==> config.mk <==
export PLATFORM = sky130hd
export DESIGN_NAME = maga_uart_bridge
export DESIGN_NICKNAME = d
export VERILOG_FILES = /design/src/rtl/maga_pkg.sv /design/src/rtl/maga_sync_fifo.sv /design/src/rtl/maga_uart_bridge.sv
export SDC_FILE = /design/constraint.sdc
export NUM_CORES = 1
export LEC_CHECK = 0
export ABC_CLOCK_PERIOD_IN_PS = 2890
export BUFFER_PORTS_ARGS = -buffer_cell sky130_fd_sc_hd__buf_4
export CAP_MARGIN = 25
export CORE_MARGIN = 1.5
export CORE_UTILIZATION = 45
export CTS_CLUSTER_SIZE = 40
export DETAILED_ROUTE_END_ITERATION = 8
export PLACE_DENSITY = 0.7
export SKIP_LAST_GASP = 1
export SLEW_MARGIN = 20
export SYNTH_ARGS = -nofsm -noshare
export SYNTH_HDL_FRONTEND = slang
export SYNTH_SLANG_ARGS = --single-unit
==> constraint.sdc <==
create_clock -name CLK -period 2.89 [get_ports CLK]
set_input_delay 0.289 -clock CLK [delete_from_list [all_inputs] [get_ports CLK]]
set_output_delay 0.289 -clock CLK [all_outputs]
set_load 0.03 [all_outputs]
==> src/rtl/maga_pkg.sv <==
// Shared state encodings, baud table and limits for the MAGA UART bridge.
package maga_pkg;

  // RX FSM encodings
  localparam logic [2:0] RX_IDLE = 3'd0;
  localparam logic [2:0] RX_RD   = 3'd1;
  localparam logic [2:0] RX_WAIT = 3'd2;
  localparam logic [2:0] RX_CAP  = 3'd3;
  localparam logic [2:0] RX_GAP  = 3'd4;

  // TX FSM encodings
  localparam logic [1:0] TX_IDLE = 2'd0;
  localparam logic [1:0] TX_WR   = 2'd1;
  localparam logic [1:0] TX_HOLD = 2'd2;

  // Fault FSM encodings
  localparam logic [1:0] FLT_RUN     = 2'd0;
  localparam logic [1:0] FLT_FAULT   = 2'd1;
  localparam logic [1:0] FLT_RECOVER = 2'd2;

  // Baud divisor table
  localparam int unsigned BAUD_325 = 325;
  localparam int unsigned BAUD_162 = 162;
  localparam int unsigned BAUD_80  = 80;
  localparam int unsigned BAUD_26  = 26;

  localparam logic [7:0] FAULT_CNT_MAX = 8'd255;

  // Map the 2-bit baud select onto a divisor
  function automatic int unsigned baud_lookup(input logic [1:0] sel);
    case (sel)
      2'd0:    return BAUD_325;
      2'd1:    return BAUD_162;
      2'd2:    return BAUD_80;
      default: return BAUD_26;
    endcase
  endfunction

endpackage

==> src/rtl/maga_sync_fifo.sv <==
// Synchronous relay FIFO with push/pop/flush; flush wins over push and pop.
module maga_sync_fifo #(
  parameter int unsigned DATA_W     = 8,
  parameter int unsigned FIFO_DEPTH = 16,
  localparam int unsigned AW        = $clog2(FIFO_DEPTH),
  localparam int unsigned LW        = AW + 1
) (
  input  logic              clk,
  input  logic              rst,
  input  logic              push,
  input  logic              pop,
  input  logic              flush,
  input  logic [DATA_W-1:0] wdata,
  output logic [DATA_W-1:0] rdata,
  output logic [LW-1:0]     level,
  output logic              full,
  output logic              empty
);

  logic [DATA_W-1:0] mem_q [FIFO_DEPTH];
  logic [DATA_W-1:0] mem_d [FIFO_DEPTH];
  logic [AW-1:0]     wr_ptr_q, wr_ptr_d;
  logic [AW-1:0]     rd_ptr_q, rd_ptr_d;
  logic [LW-1:0]     level_q, level_d;
  logic              do_push, do_pop;

  assign full    = (level_q == LW'(FIFO_DEPTH));
  assign empty   = (level_q == '0);
  assign level   = level_q;
  assign rdata   = mem_q[rd_ptr_q];
  assign do_push = push && !full && !flush;
  assign do_pop  = pop && !empty && !flush;

  // Next-state for storage, pointers (wrap naturally, depth is a power of 2) and level
  always_comb begin
    mem_d    = mem_q;
    wr_ptr_d = wr_ptr_q;
    rd_ptr_d = rd_ptr_q;
    level_d  = level_q + LW'(do_push) - LW'(do_pop);
    if (do_push) begin
      mem_d[wr_ptr_q] = wdata;
      wr_ptr_d        = wr_ptr_q + 1'b1;
    end
    if (do_pop) rd_ptr_d = rd_ptr_q + 1'b1;
    if (flush) begin
      wr_ptr_d = '0;
      rd_ptr_d = '0;
      level_d  = '0;
    end
  end

  // Pointer and level registers
  always_ff @(posedge clk) begin
    if (rst) begin
      wr_ptr_q <= '0;
      rd_ptr_q <= '0;
      level_q  <= '0;
    end else begin
      wr_ptr_q <= wr_ptr_d;
      rd_ptr_q <= rd_ptr_d;
      level_q  <= level_d;
    end
  end

  // Storage array, contents are don't-care until written
  always_ff @(posedge clk) begin
    mem_q <= mem_d;
  end

endmodule

==> src/rtl/maga_uart_bridge.sv <==
// UART-to-MAGA relay: RX drain FSM, buffered TX forwarding, fault shutdown/recovery, baud select.
// Optional MAGA_BRIDGE_STATS_EN adds RX_CNT/TX_CNT byte counters.
module maga_uart_bridge
  import maga_pkg::*;
#(
  parameter int unsigned DATA_W      = 8,
  parameter int unsigned FIFO_DEPTH  = 16,
  parameter int unsigned RD_LAT      = 2,
  parameter int unsigned RECOVER_CYC = 1000,
  parameter int unsigned BAUD_W      = 13
) (
  input  logic                        CLK,
  input  logic                        RESET,
  input  logic                        MAGA_FLT,
  input  logic                        MAGA_READY,
  input  logic                        TXrd,
  input  logic                        RXrd,
  input  logic [DATA_W-1:0]           RX,
  input  logic [1:0]                  BAUD_SEL,
  output logic [BAUD_W-1:0]           BAUD_val,
  output logic [DATA_W-1:0]           TX,
  output logic                        OEN,
  output logic                        WEN,
  output logic                        MAGA_EN,
  output logic [$clog2(FIFO_DEPTH):0] FIFO_LEVEL,
  output logic                        OVERRUN,
  output logic [7:0]                  FAULT_CNT
`ifdef MAGA_BRIDGE_STATS_EN
 ,output logic [15:0]                 RX_CNT,
  output logic [15:0]                 TX_CNT
`endif
);

  localparam int unsigned RC_W = (RECOVER_CYC > 1) ? $clog2(RECOVER_CYC) : 1;

  logic [2:0]        rx_state_q, rx_state_d;
  logic [2:0]        rx_wait_q, rx_wait_d;
  logic [1:0]        tx_state_q, tx_state_d;
  logic              tx_hold_q, tx_hold_d;
  logic [1:0]        flt_state_q, flt_state_d;
  logic [RC_W-1:0]   rec_cnt_q, rec_cnt_d;
  logic [7:0]        fault_cnt_q, fault_cnt_d;
  logic [BAUD_W-1:0] baud_q, baud_d;

  logic              push, pop, flush, overrun, flt_ok;
  logic              fifo_full, fifo_empty;
  logic [DATA_W-1:0] fifo_head;

  // Running and no fault arriving this cycle: safe to push or start a write
  assign flt_ok = (flt_state_q == FLT_RUN) && !MAGA_FLT;

  maga_sync_fifo #(
    .DATA_W     (DATA_W),
    .FIFO_DEPTH (FIFO_DEPTH)
  ) u_fifo (
    .clk   (CLK),
    .rst   (RESET),
    .push  (push),
    .pop   (pop),
    .flush (flush),
    .wdata (RX),
    .rdata (fifo_head),
    .level (FIFO_LEVEL),
    .full  (fifo_full),
    .empty (fifo_empty)
  );

  // Fault FSM: count the fault, flush, hold MAGA off, then wait for MAGA to come back ready
  always_comb begin
    flt_state_d = flt_state_q;
    rec_cnt_d   = rec_cnt_q;
    fault_cnt_d = fault_cnt_q;
    flush       = 1'b0;
    case (flt_state_q)
      FLT_RUN: if (MAGA_FLT) begin
        flt_state_d = FLT_FAULT;
        rec_cnt_d   = '0;
        flush       = 1'b1;
        if (fault_cnt_q != FAULT_CNT_MAX) fault_cnt_d = fault_cnt_q + 8'd1;
      end
      FLT_FAULT: begin
        if (MAGA_FLT)                               rec_cnt_d   = '0;
        else if (rec_cnt_q == RC_W'(RECOVER_CYC-1)) flt_state_d = FLT_RECOVER;
        else                                        rec_cnt_d   = rec_cnt_q + 1'b1;
      end
      FLT_RECOVER: if (MAGA_READY && !MAGA_FLT) flt_state_d = FLT_RUN;
      default: flt_state_d = FLT_RUN;
    endcase
  end

  // RX FSM: strobe OEN, wait out the read latency, capture, then leave a gap for RXrd to drop
  always_comb begin
    rx_state_d = rx_state_q;
    rx_wait_d  = rx_wait_q;
    push       = 1'b0;
    overrun    = 1'b0;
    case (rx_state_q)
      RX_IDLE: if (RXrd && (flt_state_q == FLT_RUN)) rx_state_d = RX_RD;
      RX_RD: begin
        rx_wait_d  = '0;
        rx_state_d = (RD_LAT == 1) ? RX_CAP : RX_WAIT;
      end
      RX_WAIT: begin
        if (rx_wait_q == 3'(RD_LAT-2)) rx_state_d = RX_CAP;
        else                           rx_wait_d  = rx_wait_q + 3'd1;
      end
      RX_CAP: begin
        // Byte is always consumed from the UART; only stored when running and not full
        if (flt_ok) begin
          if (!fifo_full) push    = 1'b1;
          else            overrun = 1'b1;
        end
        rx_state_d = RX_GAP;
      end
      RX_GAP:  rx_state_d = RX_IDLE;
      default: rx_state_d = RX_IDLE;
    endcase
  end

  // TX FSM: one-cycle write strobe with pop, then two hold cycles
  always_comb begin
    tx_state_d = tx_state_q;
    tx_hold_d  = tx_hold_q;
    pop        = 1'b0;
    case (tx_state_q)
      TX_IDLE: if (!fifo_empty && TXrd && MAGA_READY && flt_ok) tx_state_d = TX_WR;
      TX_WR: begin
        pop        = !fifo_empty;
        tx_hold_d  = 1'b0;
        tx_state_d = TX_HOLD;
      end
      TX_HOLD: begin
        if (tx_hold_q) tx_state_d = TX_IDLE;
        else           tx_hold_d  = 1'b1;
      end
      default: tx_state_d = TX_IDLE;
    endcase
  end

  // Baud divisor only changes while the bridge is fully quiescent
  always_comb begin
    baud_d = baud_q;
    if ((rx_state_q == RX_IDLE) && (tx_state_q == TX_IDLE) && fifo_empty)
      baud_d = BAUD_W'(baud_lookup(BAUD_SEL));
  end

  // State registers
  always_ff @(posedge CLK) begin
    if (RESET) begin
      rx_state_q  <= RX_IDLE;
      rx_wait_q   <= '0;
      tx_state_q  <= TX_IDLE;
      tx_hold_q   <= 1'b0;
      flt_state_q <= FLT_RUN;
      rec_cnt_q   <= '0;
      fault_cnt_q <= '0;
      baud_q      <= BAUD_W'(BAUD_325);
    end else begin
      rx_state_q  <= rx_state_d;
      rx_wait_q   <= rx_wait_d;
      tx_state_q  <= tx_state_d;
      tx_hold_q   <= tx_hold_d;
      flt_state_q <= flt_state_d;
      rec_cnt_q   <= rec_cnt_d;
      fault_cnt_q <= fault_cnt_d;
      baud_q      <= baud_d;
    end
  end

  assign OEN       = (rx_state_q != RX_RD);
  assign WEN       = (tx_state_q != TX_WR);
  assign TX        = (tx_state_q == TX_WR) ? fifo_head : '0;
  assign MAGA_EN   = (flt_state_q != FLT_FAULT);
  assign OVERRUN   = overrun;
  assign FAULT_CNT = fault_cnt_q;
  assign BAUD_val  = baud_q;

`ifdef MAGA_BRIDGE_STATS_EN
  logic [15:0] rx_cnt_q, rx_cnt_d;
  logic [15:0] tx_cnt_q, tx_cnt_d;

  // Byte counters wrap freely
  always_comb begin
    rx_cnt_d = rx_cnt_q + 16'(push);
    tx_cnt_d = tx_cnt_q + 16'(pop);
  end

  // Counter registers, cleared only by reset
  always_ff @(posedge CLK) begin
    if (RESET) begin
      rx_cnt_q <= '0;
      tx_cnt_q <= '0;
    end else begin
      rx_cnt_q <= rx_cnt_d;
      tx_cnt_q <= tx_cnt_d;
    end
  end

  assign RX_CNT = rx_cnt_q;
  assign TX_CNT = tx_cnt_q;
`endif

endmodule

Yosys cells after proc, flatten, opt, wreduce, memory -nomap -nowiden --
Cells that the tools add are included.
Operators by class: add/sub/neg operators 7, order comparisons 3, equal/unequal tests 25, muxes and demuxes 35, bitwise gates (word level) 2, reduce and logical (&&, ||, !) cells 33
Operators with widths (number):
- $bwmux W128 | 1
- $bmux W8 S4 | 1
- $demux W8 S4 | 1
- $mux W8 | 4
- $mux W10 | 3
- $pmux W9 S3 | 1
- $pmux W10 S2 | 1
- $ne A2 B2 Y1 const B | 9
- $logic_and A1 B1 Y1 | 13
- $mux W2 | 6
- $pmux W2 S3 | 2
- $pmux W3 S4 | 1
- $add A10 B1 Y10 const B | 1
- $eq A10 B10 Y1 const B | 1
- $ge A5 B5 Y1 const B | 2
- $not A4 Y5 | 2
- $mux W1 | 9
- $mux W3 | 3
- $add A4 B1 Y4 const B | 2
- $add A8 B1 Y8 const B | 1
- $ne A8 B8 Y1 const B | 1
- $eq A2 B1 Y1 const B | 3
- $eq A2 B2 Y1 const B | 3
- $eq A3 B2 Y1 const B | 2
- other kinds (20) | 32
Word-level totals: bits in registers 183, output and inout bits 38, word-level logic and storage cells 132

Longest topological paths before layout --
Gate-level depths: netlist of run 1.
depth in word-level cells 8, depth in mapped cells 13, gate-level depth less buffers 13

Cells and area by module --
A second synthesis of run 1 with hierarchy kept.
Unflattened totals: cells, all modules 531, area total of the unflattened synthesis 7677.4 µm²
Modules (own cells, without submodules):
- maga_sync_fifo | instances 1, cells an instance 306, area an instance 5726.7 µm², sequential area each 4103.9 µm²
- maga_uart_bridge | instances 1, cells an instance 225, area an instance 1950.6 µm², sequential area each 700.7 µm²

Worst setup path before layout of run 1 --
OpenSTA, ideal clock, no wires.
path type register to register, from reg u_fifo.level_q[3] (netlist: u_fifo.level[3]), to reg u_fifo.level_q[4] (netlist: u_fifo.level[4]), library setup time 0.070 ns, arrival 2.867 ns, path slack -0.047 ns, cell stages (with the launch flop) 14, path buffers 0, clock period less this slack 2.937 ns, path through dfxtp_1 inv_1 ha_1 or4b_4 nand2_1 nor2_1 ha_1 inv_1 ha_1 fa_1 a21oi_1 nor2_1 or3_1 a21oi_1
RTL lines:
- start, declared | line maga_sync_fifo.sv:24 | logic [LW-1:0] level_q, level_d;
- start signal, assigned | line maga_sync_fifo.sv:61 | level_q <= level_d;
- $logic_not A5 Y1 * | line maga_sync_fifo.sv:28 | assign empty = (level_q == '0);
- $logic_not A1 Y1 * | line maga_sync_fifo.sv:32, maga_uart_bridge.sv:128
- $mux W1 | line maga_uart_bridge.sv:125 | case (tx_state_q)
- $logic_and A1 B1 Y1 * (2 in series) | line maga_sync_fifo.sv:32 | assign do_pop = pop && !empty && !flush;
- net u_fifo.do_pop | line maga_sync_fifo.sv:25 | logic do_push, do_pop;
- $sub A5 B1 Y5 * | line maga_sync_fifo.sv:39 | level_d = level_q + LW'(do_push) - LW'(do_pop);
Mark *: on every way through the listed nets, which the timed path passes. The rest lies on a longest branch. A chain may end at the register's enable or synchronous reset.

Worst setup path after layout of run 1 --
Ends and elaborated chain as after synthesis.

==> reports/results.ini, run 1 <==
[floorplan]
die_w_um = 133
die_y_um = 133
initial_utilization = 0.460
core_area_mm2 = 0.0166
dieArea_mm2 = 0.0177
io_pins = 54
rows = 47

[finish]
num-nets-final = 650
final_cell_area_mm2 = 0.00895
antenna_cells = 0
drive_gt1_frac = 0.257
syn_to_final_growth_pct = 17.5
final_cells = 846

[synthesis]
synth_top_cell_by_area = edfxtp_1
synth-edff-count = 128
synthMuxAreaShare = 0.104
syn_area_mm2 = 0.00762
synth_compound_area_frac = 0.0693
ys_warn_count = 0
synth_flop_cell = edfxtp_1
yosysSeqAreaShare = 0.630
yosysMostFrequentCell = edfxtp_1
synth_top_family_by_area = simple AND/OR/NAND/NOR gates
synth_xor_area_frac = 0.0161
synth_fa_ha_area_frac = 0.0355
synthDominantCellAreaShare = 0.504
synth_cell_types = 60
synthArstFlopShare = 0
syn_avg_cell_area_um2 = 14.1
yosys.area_share.simple = 0.109
synth.area.top_cells = edfxtp_1 50%, dfxtp_1 13%, mux4_2 8.0%
ys_ff_latch = 176
synth_cells = 542
synth_common_cells = 128 x edfxtp_1, 48 x dfxtp_1, 44 x nor2_1

[global_routing]
grt_pass1_wl_mm = 24.8
grt_pass1_vias = 4583
track_usage = 0.186
antenna_found_initial = 0
grt_max_degree = 34
overflow = 0

[routing]
routed_wl_mm = 15.9
wl_per_cell_um = 18.8
via_count = 4642
via_per_inst = 5.49
first_iter_violations = 419
final_antenna_net_count = 0
drt_pass1_iterations = 4
drc_errors = 0

[clock_network]
cts_num_sinks = 176
clk_pin_slew_ps = 70
cts.path.max_buffers = 2
cts_tree = yes
numCtsBuffers = 17
h-tree-depth = 4
cts-root-buf = clkbuf_16
clock_latency_ps = 430

[power_and_ir_drop]
leakage_nw = 3.08
total_power_mw = 5.40
power.density_mw_per_mm2 = 603
worst_ir_drop_vdd_mv = 0.405

[flow_run]
maxCapViolCount = 0

[setup_path]
reg2reg_slack_ps = 40
rr_endpoint = u_fifo.level[4]
path_class = flip-flop to flip-flop
worstPathArrival_ps = 3210
end_kind = flip-flop
critPathMaxFanout = 2
crit_path_start = u_fifo.level[3]
crit_required_ps = 3250
reg2reg_from = u_fifo.level[3]
r2r_cells = 13
start_kind = flip-flop

[worst_hold_path]
hold_path_end = BAUD_val[4]
worstHoldPathType = primary input to flip-flop
worstHoldPathCells = 3
hp-start = BAUD_SEL[1]

[timing]
fin_crit_ps = 2850
drv_slew = 0
fin_hold_ws_ps = 114
finalHoldViolCount = 0
rsz0062_at_grt = yes
setup_tns_ps = 0
fin_crit_sh = 0.985
finClkSkew_ps = 7.27
fmax_ghz = 0.351
finalSetupViolCount = 0

[place]
routabilityCongestion = 0.800
place_area_mm2 = 0.00833
hpwlAfterDp_mm = 10.8
dp_cells = 811
port_buffers = 49

[status]
outcome = finished clean

[kinds of logic after synthesis]
kind of cell             after synthesis
adder cells (fa/ha/maj)               21
other                                  1
AO/OA/AOI/OAI                         76
buffers and inverters                 54
flip-flops                           176
AND/OR/NAND/NOR                      155
XOR/XNOR                              14
multiplexers                          45
[stage by stage]
step | worst slack, ps | util
after global placement | 110 | 0.502
final | 42.0 | 0.540
after global routing | -60.1 | 0.540
after CTS | 33.0 | 0.537
after floorplan | 21.2 | -
after detailed placement | -30.1 | 0.502
[layout by cell type (no fill, tap or decap), types with 4 or more instances in the layout]
cell type | Yosys | final
nand2_1 | 27 | 26
xnor2_1 | 5 | 5
xor2_1 | 9 | 9
dfxtp_1 | 48 | 44
inv_6 | 0 | 5
nand3_1 | 15 | 15
o21ai_0 | 11 | 11
a21oi_1 | 16 | 15
conb_1 | 1 | 4
mux4_2 | 27 | 27
or3_1 | 4 | 4
nor3_1 | 9 | 9
nor4b_1 | 4 | 4
a211oi_1 | 10 | 10
buf_4 | 9 | 78
clkbuf_16 | 0 | 17
nand2b_1 | 6 | 6
mux2i_1 | 15 | 15
nand4_1 | 5 | 5
nor2b_1 | 13 | 13
nor2_1 | 44 | 43
a221o_1 | 4 | 4
edfxtp_1 | 128 | 128
o31ai_1 | 7 | 7
ha_1 | 20 | 18
inv_1 | 22 | 20
and3_1 | 6 | 6
[worst max-delay path, cell delays in order, from the launching register on]
cell	delay, ps
dfxtp_2	320
inv_2	80
ha_4	140
or4b_4	470
nand2_2	90
nor2_2	40
ha_1	290
inv_1	50
ha_2	190
fa_2	390
a21oi_2	170
nor2_1	70
or3_1	370
a21oi_1	120
[routing by layer]
| metal | wire (um) | global-route usage |
|---|---|---|
| met1 | 7040 | 0.243 |
| met2 | 7890 | 0.302 |
| met3 | 685 | 0.0384 |
| met4 | 301 | 0.0809 |
| met5 | 0 | 0 |
[flip-flops by register name, indices dropped and copies added (netlist names)]
name,count
u_fifo.mem_q,128
rec_cnt_q,10
FAULT_CNT,8
BAUD_val,6
u_fifo.level,5
u_fifo.rd_ptr_q,4
u_fifo.wr_ptr_q,4
rx_state_q,3
rx_wait_q,3
flt_state_q,2
tx_state_q,2
tx_hold_q,1
[how the worst max path moves through the flow]
stage,end,cells past startpoint
4_1_cts,TX[3],5
6_report,u_fifo.level[4],13
2_1_floorplan,u_fifo.level[4],13
5_1_grt,u_fifo.level[4],13
3_3_place_gp,u_fifo.level[4],13
3_5_place_dp,u_fifo.level[4],13
[power breakdown]
part | switching, mW | internal [mW]
logic | 0.265 | 0.153
clock network | 1.02 | 1.22
registers | 0.0278 | 2.73
total | 1.31 | 4.10
[final cells by class]
class	count	area, um2
clock buffer	18	429
sequential	176	4810
multi-input combinational	315	2580
inverter	23	86.3
fill	1337	7630
tap	220	275
clock inverter	14	144
timing repair buffer	80	626
[repair_timing]
item                                    in CTS  in global routing
endpoints found under the setup margin       3                  5
hold endpoints to repair                     0                  0
pin swaps                                    0                  8
gates resized for setup                      3                  8
hold buffers                                 0                  0
buffers inserted                             0                  3
Note: power is estimated with default switching activity, not from simulation.
==> run 2: changes to the inputs <==
Settings changed: CTS_BUF_LIST set to sky130_fd_sc_hd__clkbuf_2 sky130_fd_sc_hd__clkbuf_4 sky130_fd_sc_hd__clkbuf_8.
==> run 2 against run 1 <==
Non-clock buffer count grew 1. Largest cell class unchanged. Die area stayed put. Clock skew grew 4.1 ps. Critical endpoint unchanged. Setup slack got worse by 28 ps. Critical path type unchanged.
==> reports/results.ini, run 2 (synthesis results as in run 1) <==
[status]
outcome = finished clean

[global_routing]
grt_max_degree = 34
overflow = 0
antenna_found_initial = 0
track_usage = 0.183
grt_pass1_vias = 4553
grt_pass1_wl_mm = 24.6

[clock_network]
cts_num_sinks = 176
clock_latency_ps = 470
cts.path.max_buffers = 2
numCtsBuffers = 17
ctsHoldBuffers = 0
clk_pin_slew_ps = 90
cts_tree = yes
h-tree-depth = 4
cts-root-buf = clkbuf_8

[finish]
largest_register_ffs = 128
drive_gt1_frac = 0.258
final_cells = 847
syn_to_final_growth_pct = 15.0
regMostFlops = u_fifo.mem_q
num-nets-final = 651
layout.cells.most_common_list = 128 x edfxtp_1, 79 x buf_4, 44 x dfxtp_1, 44 x nor2_1, 27 x mux4_2
antenna_cells = 0
postLayoutCoreUtil = 0.529
final_cell_area_mm2 = 0.00876
layout_commonest_cell = edfxtp_1

[timing]
rsz0062_at_grt = yes
fmax_ghz = 0.348
fin_crit_ps = 2880
finClkSkew_ps = 11.3
fin_hold_ws_ps = 77.7
fin_crit_sh = 0.995
finalHoldViolCount = 0
fin_ws_ps = 14.5
drv_slew = 0
finalSetupViolCount = 0

[place]
port_buffers = 49
routabilityCongestion = 0.800
dp_cells = 811
hpwlAfterDp_mm = 10.8
place_area_mm2 = 0.00833
post-place-ws_ps = -30.1

[setup_path]
critical_path_buf_inv_count = 2
end_kind = flip-flop
crit_required_ps = 3290
start_kind = flip-flop
critPathMaxFanout = 2
crit_chain = inv_1 -> ha_2 -> or4b_4 -> nand2_2 -> nor2_1 -> ha_1 -> inv_1 -> ha_2 -> fa_2 -> a21oi_2 -> nor2_1 -> or3_1 -> a21oi_1
path_class = flip-flop to flip-flop
worstPathArrival_ps = 3270
max_stage_delay_ps = 470
cp_slowest_cell = or4b_4
crit_family = adder cells

[floorplan]
die_y_um = 133
core_area_mm2 = 0.0166
io_pins = 54
dieArea_mm2 = 0.0177
die_w_um = 133
rows = 47
initial_utilization = 0.460

[power_and_ir_drop]
power.density_mw_per_mm2 = 551
worst_ir_drop_vdd_mv = 0.291
leakage_nw = 3.00

[routing]
wl_per_cell_um = 18.4
final_antenna_net_count = 0
drt_pass1_iterations = 5
routed_wl_mm = 15.6
via_per_inst = 5.53
first_iter_violations = 404
drc_errors = 0
via_count = 4688

[worst_hold_path]
worstHoldPathType = primary input to flip-flop

[flow_run]
maxCapViolCount = 0

run 2: layout make-up:
| class | instances | area [um2] |
|---|---|---|
| Timing Repair Buffer | 81 | 633 |
| Inverter | 23 | 86.3 |
| Multi-Input combinational cell | 315 | 2570 |
| Sequential cell | 176 | 4810 |
| Clock buffer | 18 | 241 |
| Tap cell | 220 | 275 |
| Fill cell | 1358 | 7820 |
| Clock inverter | 14 | 144 |
run 2: path summary, 6_finish.rpt:
check / startpoint / end / slack, ps / cells after the start
max: u_fifo.level[3] / u_fifo.level[4] / 10 / 13
min: BAUD_SEL[1] / BAUD_val[4] / 80 / 3
max reg2reg: u_fifo.level[3] / u_fifo.level[4] / 10 / 13
min reg2reg: BAUD_val[3] / BAUD_val[3] / 460 / 2
run 2: power breakdown:
group	internal [mW]	switching, mW
clock network	0.720	0.936
registers	2.72	0.0273
logic	0.154	0.264
total	3.60	1.23
run 2: layer usage:
metal,up-vias,part of all wire,track usage
met4,0,0.017,0.0713
li1,2189,-,-
met5,-,0,0
met2,131,0.50,0.298
met1,2346,0.44,0.243
met3,22,0.046,0.0377
run 2: per-stage QoR:
stage | power, mW | setup TNS (ps)
2_1_floorplan | 3.09 | 0
3_3_place_gp | 3.21 | 0
3_5_place_dp | 3.23 | -30.1
4_1_cts | 4.86 | 0
5_1_grt | 5.00 | -78.7
6_report | 4.83 | 0
run 2: repair_timing:
| item | CTS | global route |
|---|---|---|
| setup buffers | 0 | 4 |
| pin swaps | 0 | 2 |
| gates resized for setup | 4 | 5 |
| setup endpoints to repair | 6 | 5 |
run 2: tightest hold or removal path, cell delays in order:
cell and delay, ps:
buf_4 90, mux2i_1 60, nor2_1 70
